$ cat src/rtl/intersection_scheduler.sv
// rtl/intersection_scheduler.sv - vehicle-actuated two-road intersection scheduler
//
// Moore FSM sharing the crossing between NS traffic, EW traffic and pedestrians.
// Optional feature macro: EMERGENCY_PREEMPT_EN (adds emerg_req / emerg_dir).
//
// Ports:
//   clk                           clock, rising edge
//   rst_n                         asynchronous active-low reset
//   ns_car, ew_car                vehicle sensors (level)
//   ped_req                       pedestrian button (any width pulse)
//   emerg_req, emerg_dir          emergency request / direction (0=NS, 1=EW), macro only
//   ns_red/ns_yellow/ns_green     NS lamps
//   ew_red/ew_yellow/ew_green     EW lamps
//   walk                          pedestrian walk lamp
//   phase                         current state encoding (debug)

module intersection_scheduler #(
  parameter int GREEN_MIN   = 4,
  parameter int GREEN_MAX   = 8,
  parameter int YELLOW_TIME = 2,
  parameter int ALLRED_TIME = 1,
  parameter int WALK_TIME   = 3,
  parameter int TW          = 4
) (
  input  logic       clk,
  input  logic       rst_n,
  input  logic       ns_car,
  input  logic       ew_car,
  input  logic       ped_req,
`ifdef EMERGENCY_PREEMPT_EN
  input  logic       emerg_req,
  input  logic       emerg_dir,
`endif
  output logic       ns_red,
  output logic       ns_yellow,
  output logic       ns_green,
  output logic       ew_red,
  output logic       ew_yellow,
  output logic       ew_green,
  output logic       walk,
  output logic [2:0] phase
);

  localparam logic [2:0] S_ALL_RED   = 3'd0;
  localparam logic [2:0] S_NS_GREEN  = 3'd1;
  localparam logic [2:0] S_NS_YELLOW = 3'd2;
  localparam logic [2:0] S_EW_GREEN  = 3'd3;
  localparam logic [2:0] S_EW_YELLOW = 3'd4;
  localparam logic [2:0] S_WALK      = 3'd5;

  localparam logic [TW-1:0] T_GMIN = TW'(GREEN_MIN - 1);
  localparam logic [TW-1:0] T_GMAX = TW'(GREEN_MAX - 1);
  localparam logic [TW-1:0] T_YEL  = TW'(YELLOW_TIME - 1);
  localparam logic [TW-1:0] T_AR   = TW'(ALLRED_TIME - 1);
  localparam logic [TW-1:0] T_WALK = TW'(WALK_TIME - 1);
  localparam logic [TW-1:0] T_SAT  = {TW{1'b1}};

  // last_dir: 0 = NS was served last, 1 = EW was served last
  logic [2:0]    state_q, state_d;
  logic [TW-1:0] timer_q, timer_d;
  logic          last_dir_q, last_dir_d;
  logic          ns_call_q, ns_call_d;
  logic          ew_call_q, ew_call_d;
  logic          ped_pending_q, ped_pending_d;

  // Emergency request for a direction whose green is not yet shown
  logic emerg_ns, emerg_ew;
`ifdef EMERGENCY_PREEMPT_EN
  assign emerg_ns = emerg_req & ~emerg_dir;
  assign emerg_ew = emerg_req &  emerg_dir;
`else
  assign emerg_ns = 1'b0;
  assign emerg_ew = 1'b0;
`endif

  // State register
  always_ff @(posedge clk or negedge rst_n) begin
    if (!rst_n) begin
      state_q       <= S_ALL_RED;
      timer_q       <= '0;
      last_dir_q    <= 1'b1;
      ns_call_q     <= 1'b0;
      ew_call_q     <= 1'b0;
      ped_pending_q <= 1'b0;
    end else begin
      state_q       <= state_d;
      timer_q       <= timer_d;
      last_dir_q    <= last_dir_d;
      ns_call_q     <= ns_call_d;
      ew_call_q     <= ew_call_d;
      ped_pending_q <= ped_pending_d;
    end
  end

  // Next-state logic
  always_comb begin
    state_d    = state_q;
    last_dir_d = last_dir_q;
    case (state_q)
      S_NS_GREEN: begin
        if (emerg_ew) begin
          state_d = S_NS_YELLOW;
        end else if (!emerg_ns && (ew_call_q || ped_pending_q) &&
                     ((timer_q >= T_GMIN && !ns_car) || timer_q >= T_GMAX)) begin
          state_d = S_NS_YELLOW;
        end
      end
      S_EW_GREEN: begin
        if (emerg_ns) begin
          state_d = S_EW_YELLOW;
        end else if (!emerg_ew && (ns_call_q || ped_pending_q) &&
                     ((timer_q >= T_GMIN && !ew_car) || timer_q >= T_GMAX)) begin
          state_d = S_EW_YELLOW;
        end
      end
      S_NS_YELLOW: begin
        if (timer_q >= T_YEL) begin
          state_d    = S_ALL_RED;
          last_dir_d = 1'b0;
        end
      end
      S_EW_YELLOW: begin
        if (timer_q >= T_YEL) begin
          state_d    = S_ALL_RED;
          last_dir_d = 1'b1;
        end
      end
      S_ALL_RED: begin
        if (timer_q >= T_AR) begin
          if (emerg_ns)           state_d = S_NS_GREEN;
          else if (emerg_ew)      state_d = S_EW_GREEN;
          else if (ped_pending_q) state_d = S_WALK;
          else                    state_d = last_dir_q ? S_NS_GREEN : S_EW_GREEN;
        end
      end
      S_WALK: begin
        if (emerg_ns || emerg_ew)  state_d = S_ALL_RED;
        else if (timer_q >= T_WALK) state_d = last_dir_q ? S_NS_GREEN : S_EW_GREEN;
      end
      default: state_d = S_ALL_RED;
    endcase

    // Timer restarts on every state change and saturates otherwise
    if (state_d != state_q)   timer_d = '0;
    else if (timer_q == T_SAT) timer_d = timer_q;
    else                       timer_d = timer_q + 1'b1;

    // Sticky calls; a clear on entry beats a same-cycle set
    if (state_d == S_NS_GREEN && state_q != S_NS_GREEN) ns_call_d = 1'b0;
    else ns_call_d = ns_call_q | (ns_car & (state_q != S_NS_GREEN));

    if (state_d == S_EW_GREEN && state_q != S_EW_GREEN) ew_call_d = 1'b0;
    else ew_call_d = ew_call_q | (ew_car & (state_q != S_EW_GREEN));

    // WALK only ever leaves to ALL_RED when aborted by an emergency,
    // in which case the pedestrians are still owed their walk
    if (state_d == S_WALK && state_q != S_WALK)        ped_pending_d = 1'b0;
    else if (state_q == S_WALK && state_d == S_ALL_RED) ped_pending_d = 1'b1;
    else ped_pending_d = ped_pending_q | (ped_req & (state_q != S_WALK));
  end

  // Output decode (state register only)
  always_comb begin
    ns_red    = 1'b0;
    ns_yellow = 1'b0;
    ns_green  = 1'b0;
    ew_red    = 1'b0;
    ew_yellow = 1'b0;
    ew_green  = 1'b0;
    walk      = 1'b0;
    phase     = state_q;
    case (state_q)
      S_NS_GREEN:  begin ns_green  = 1'b1; ew_red    = 1'b1; end
      S_NS_YELLOW: begin ns_yellow = 1'b1; ew_red    = 1'b1; end
      S_EW_GREEN:  begin ns_red    = 1'b1; ew_green  = 1'b1; end
      S_EW_YELLOW: begin ns_red    = 1'b1; ew_yellow = 1'b1; end
      S_WALK:      begin ns_red    = 1'b1; ew_red    = 1'b1; walk = 1'b1; end
      default:     begin ns_red    = 1'b1; ew_red    = 1'b1; end
    endcase
  end

endmodule

$ cat config.mk
export PLATFORM = sky130hd
export DESIGN_NAME = intersection_scheduler
export DESIGN_NICKNAME = d
export VERILOG_FILES = /design/src/rtl/intersection_scheduler.sv
export SDC_FILE = /design/constraint.sdc
export NUM_CORES = 1
export LEC_CHECK = 0
export CAP_MARGIN = 20
export CORE_MARGIN = 3
export CORE_UTILIZATION = 30
export DETAILED_ROUTE_END_ITERATION = 10
export HOLD_SLACK_MARGIN = 0.12
export PLACE_DENSITY_LB_ADDON = 0.3
export SYNTH_ARGS = -nofsm -noshare
export SYNTH_HDL_FRONTEND = slang
export SYNTH_SLANG_ARGS = --single-unit
$ cat constraint.sdc
create_clock -name clk -period 2.5 [get_ports clk]
set_clock_uncertainty 0.05 [all_clocks]
set_input_delay 0.375 -clock clk [delete_from_list [all_inputs] [get_ports clk]]
set_output_delay 0.375 -clock clk [all_outputs]
set_load 0.005 [all_outputs]
# --- Yosys cells after proc, flatten, opt, wreduce, memory -nomap -nowiden ---
# Cells that the tools add are included.
classes:
  n_addsub: 1
  n_mul: 0
  div: 0
  n_lt_le_gt_ge: 5
  n_eq_ne: 16
  n_shift: 0
  mux: 24
  bitwise: 6
  reduce_logical: 21
ops:
  columns: ["cell", "count"]
  rows:
  - ["3-bit two-way mux", 6]
  - ["3-bit case mux with 5 select lines", 1]
  - ["1-bit two-way mux", 13]
  - ["3-bit by 2-bit equality test with 1-bit output, second input constant", 3]
  - ["3-bit equality test, second input constant", 3]
  - ["4-bit by 1-bit >= comparator with 1-bit output, second input constant", 2]
  - ["4-bit by 2-bit >= comparator with 1-bit output, second input constant", 2]
  - ["1-bit logical AND", 8]
  - ["4-bit two-way mux", 2]
  - ["3-bit by 1-bit equality test with 1-bit output, second input constant", 2]
  - ["3-bit logical NOT", 2]
  - ["2-bit inequality test, second input constant", 3]
  - ["2-bit OR reduction", 3]
  - ["4-bit by 1-bit adder with 4-bit output, second input constant", 1]
  - ["4-bit equality test, second input constant", 1]
  - ["4-bit by 3-bit >= comparator with 1-bit output, second input constant", 1]
  - ["1-bit logical OR", 4]
  - ["1-bit bitwise AND", 3]
  - ["3-bit by 1-bit inequality test with 1-bit output, second input constant", 1]
  - ["3-bit by 2-bit inequality test with 1-bit output, second input constant", 1]
  - ["3-bit inequality test", 1]
  - ["3-bit inequality test, second input constant", 1]
  - ["1-bit OR", 3]
  - ["3-bit AND reduction", 1]
  - ["4 further kinds", 5]
totals:
  regBits: 11
  latchBits: 0
  mem_bits_rw: 0
  rom_bits: 0
  input_bits: 5
  output_inout_bits: 10
  wordCells: 79
  n_memories: 0

# --- Longest topological paths before layout ---
# Gate-level depths: netlist of run 1.
depth:
  ltp_word: 10
  ltp_mapped: 7
  ltp_nobuf: 7

# --- Worst setup path after synthesis of run 1 ---
# Ideal clock, no wire load.
synth_timing:
  kind: "register to register"
  startpoint: "reg timer_q[1]"
  endpoint: "reg timer_q[3]"
  arrival_ps: 1676
  slack_ps: 679
  stages_incl_launch_ff: 8
  period_less_slack_ps: 1821
  path_cell_list: "dfrtp_1 -> inv_1 -> ha_1 -> nor3b_2 -> a21oi_1 -> or4_4 -> o31a_4 -> nor4_2"
synth_via:
  elab_chain_len: 8
  elab_cells_between_ends: 23
  classes_between: "1 x add/sub; 5 x order compare; 3 x eq/ne; 8 x mux; 6 x reduce/logical"
synth_rtl:
  columns: ["element", "line_no", "rtl"]
  rows:
  - ["start: declaration", "60", "logic [TW-1:0] timer_q, timer_d;"]
  - ["start signal: assignment", "87", "timer_q <= timer_d;"]
  - ["4-bit by 2-bit >= comparator with 1-bit output", "104, 112", null]
  - ["1-bit logical AND (on tied branches)", "112, 104", null]
  - ["1-bit logical OR (on tied branches)", "112, 104", null]
  - ["1-bit logical AND (on tied branches)", "111, 103", null]
  - ["3-bit two-way mux (on tied branches)", "111, 103", null]
  - ["3-bit case mux with 5 select lines", "99", "case (state_q)"]
  - ["3-bit inequality test", "144", "if (state_d != state_q) timer_d = '0;"]
  - ["2-bit inequality test (no line) / 4-bit two-way mux (equally long branches)", null, null]
# Parallel ways exist; a longest one is shown, timed or not. The select of a mux whose other input is x is not followed.
# A chain may end at the register's enable or synchronous reset.

# --- Worst setup path after layout of run 1 ---
layout_timing:
  startpoint: "reg state_q[2] (netlist: phase[2])"
  endpoint: "out ns_green"
layout_via:
  elab_chain_len: 2
layout_rtl:
  columns: ["element", "line_no", "rtl"]
  rows:
  - ["start: declaration", "59", "logic [2:0] state_q, state_d;"]
  - ["start signal: assignment", "86", "state_q <= state_d;"]
  - ["3-bit by 1-bit equality test with 1-bit output", "172", "case (state_q)"]
  - ["1-bit two-way mux", "172", null]
  - ["end: declaration", "36", "output logic ns_green,"]
# Every way passes these cells.

==> results of run 1 <==
## power by group
| part | internal (mW) | switching (mW) | total [mW] |
|---|---|---|---|
| Clock | 0.0618 | 0.0605 | 0.122 |
| Sequential | 0.251 | 0.109 | 0.360 |
| Combinational | 0.315 | 0.284 | 0.599 |
## flip-flops by register name (all words and copies together), names as in the netlist
register	flops
last_dir_q	1
ped_pending_q	1
phase	3
timer_q	4
ns_call_q	1
ew_call_q	1
## cell usage in the layout, fill, tap and decap left out, types with 2 or more instances in the layout
cell / count
clkdlybuf4s50_1: 14
nor2_1: 12
dfrtp_1: 9
inv_1: 7
nand2_1: 6
a21oi_1: 6
nor3_1: 5
o21ai_0: 4
ha_1: 4
a31oi_1: 3
clkbuf_4: 3
nand2b_1: 2
nor3b_1: 2
or3_1: 2
nand3_1: 2
## cell type report
cell class,instances,share of cell area (%)
Timing Repair Buffer,15,14.50
Sequential cell,11,27.27
Inverter,7,2.580
Tap cell,31,3.808
Multi-Input combinational cell,73,49.26
Clock buffer,4,2.580
## repair_timing
action                     CTS  global route
buffers inserted             0             1
setup endpoints to repair    1             1
resized for setup            1             0
## worst max-delay path by stage
stage	startpoint	to	slack, ns
final	phase[2]$_DFF_PN0_	ns_green	0.10
after global routing	phase[2]$_DFF_PN0_	ns_green	0.01
after CTS	phase[2]$_DFF_PN0_	ns_green	0.09
after detailed placement	phase[0]$_DFF_PN0_	ns_green	0.32
after global placement	phase[0]$_DFF_PN0_	ns_green	0.27
after floorplan	timer_q[1]$_DFFE_PN0P_	timer_q[3]$_DFFE_PN0P_	0.68
## metal layers
layer,up-vias,track usage [%]
met5,-,0
met4,0,4.114
met3,4,4.752
met2,28,19.29
met1,355,15.38
li1,385,-
## worst max-delay path: stages, from the launching register on
cell,delay [ns]
dfrtp_1,0.53
or3_1,0.49
inv_1,0.16
clkdlybuf4s50_1,0.52
## kinds of logic (layout without fill, tap and decap cells)
kind of cell,Yosys count,after routing
DFF,11,11
adders and majority gates,5,5
xor gates and xnor gates,1,1
buffers and inverters,15,26
muxes,1,1
AOI/OAI and AO/OA,26,26
and+or+nand+nor,40,40
## metrics by stage
stage / cells / setup slack [ns] / hold WS (ns) / cell area [um2] / total power [mW]
global route: 141 / 0.01068 / 0.4399 / 1018 / 1.185
floorplan: 99 / 0.6786 / 0.02941 / 880.8 / 0.7772
finish: 141 / 0.1028 / 0.4149 / 1018 / 1.081
CTS: 140 / 0.09192 / 0.4139 / 1011 / 1.079
global placement: 136 / 0.2721 / 0.4395 / 983.4 / 0.9485
detailed placement: 136 / 0.3155 / 0.4488 / 983.4 / 0.9497
==> out/qor.txt, run 1 <==
fill count: 289
Max-Cap Viols: 0
Hold WC Path Type: in -> async
peak supply drop: 669.6 uV
Met3 Wirelength: 141 um
Seq/Total Area, Yosys: 31.39%
Arrival @ worst endpoint: 1.97 ns
drc violations: 0
XOR/XNOR share of the synthesized area: 0.9943%
minimum clock period after layout: 2.397 ns
Final ANT Viol Nets: 0
I/O pins: 15
CTS HTree Levels: 1
# clock sinks: 11
Syn Inst Count: 99
Starting Density: 31.67%
post-DR wirelength/cell: 13.59 um
syn nets: 108
Worst Setup End Kind: output port
YS warnings: 0
most common cell in the netlist: nor2_1
synthesized area per cell: 8.897 um2
area leader, netlist: dfrtp_1
largest family of logic cells by synthesized area: simple AND/OR/NAND/NOR gates
routed wl met2: 872 um
antenna violations before repair: 0
final hold vios: 0
Max Freq: 417.2 MHz
routed vias/inst: 5.475
n_diodes: 0
compound-gate portion of the synthesized area: 22.30%
Setup-failing EPs final: 0
core box area: 2781 um2
Hold Buf Count CTS: 0
Die W: 60.19 um
share of cells above drive strength 1: 13.64%
worst-skew pair later-pin latency: 0.27 ns
die height: 60.19 um
max-slew violation count: 0
area grow syn2layout: 15.63%
WL final: 1.916 mm
startpoint types: register
R2R depth: 7
post-synthesis simple-gate area fraction: 25.71%
Synth top area share: 28.41%
DR pass1 iterations: 4
cts bufs inserted: 3
most frequent cells after synthesis: nor2_1, dfrtp_1, inv_1
FF+latch count, synth: 11
Final Util: 36.62%
Total Routing Usage GR: 12.32%
reg-to-reg endpoint: timer_q[3]$_DFFE_PN0P_
status: finished clean
Post-synth EDFFs: 0
Storage cell area: 277.8 um2
Pwr Density: 1061 nW/um2
part of the cycle the worst path needs: 95.89%
Worst slew margin: 61.97%
top_reg_cell synth: dfrtp_1
worst r2r src: timer_q[1]$_DFFE_PN0P_
clk root buf: clkbuf_4
I/O Buffers: 14
Synth cell types: 42
vias in the first global route: 749
largest net degree at the start of global routing: 14
gpl congestion: 0.8137
critical path peak fanout: 13
RSZ-0062 raised after global routing: no
R2R Setup Slk: 0.53 ns
Clock Pin Slew Worst Setup and Hold Paths: 0.07 ns
Worst EP required: 2.08 ns
measured slew at the worst slew-check pin: 0.5687 ns
Post-synth ARST share: 100.0%
TritonCTS clock tree: built
mapped cell area: 880.8 um2
mux contribution to synthesized area: 1.136%
first-pass GRT wire length: 3.374 mm
kind of critical path: reg -> out
uppermost layer routed: met4
CTS max path bufs: 2
HPWL Detailed: 1.467 mm
Setup TNS Final: 0 ns
Via Count: 772
adder-cell area share of the yosys netlist: 6.818%
Final nets: 120
site row count: 19
Starting DRT DRC Count: 33
met1 wire length: 874 um
Multi-input gate area: 501.7 um2
P_leak: 0.4236 nW
GRT overflow: 0
die area: 3622 um2
Synth area leaders: dfrtp_1, buf_6, ha_1
Note: power is estimated with default switching activity, not from simulation.
==> run 2, diff against run 1 <==
SLEW_MARGIN = 20   (was unset)
==> results of run 2 <==
Same layout as run 1: the final DEF is identical, and so are final timing and power.
==> run 3, diff against run 2 <==
TNS_END_PERCENT = 30   (was unset)
==> results of run 3 <==
Same layout as run 1: the final DEF is identical, and so are final timing and power.
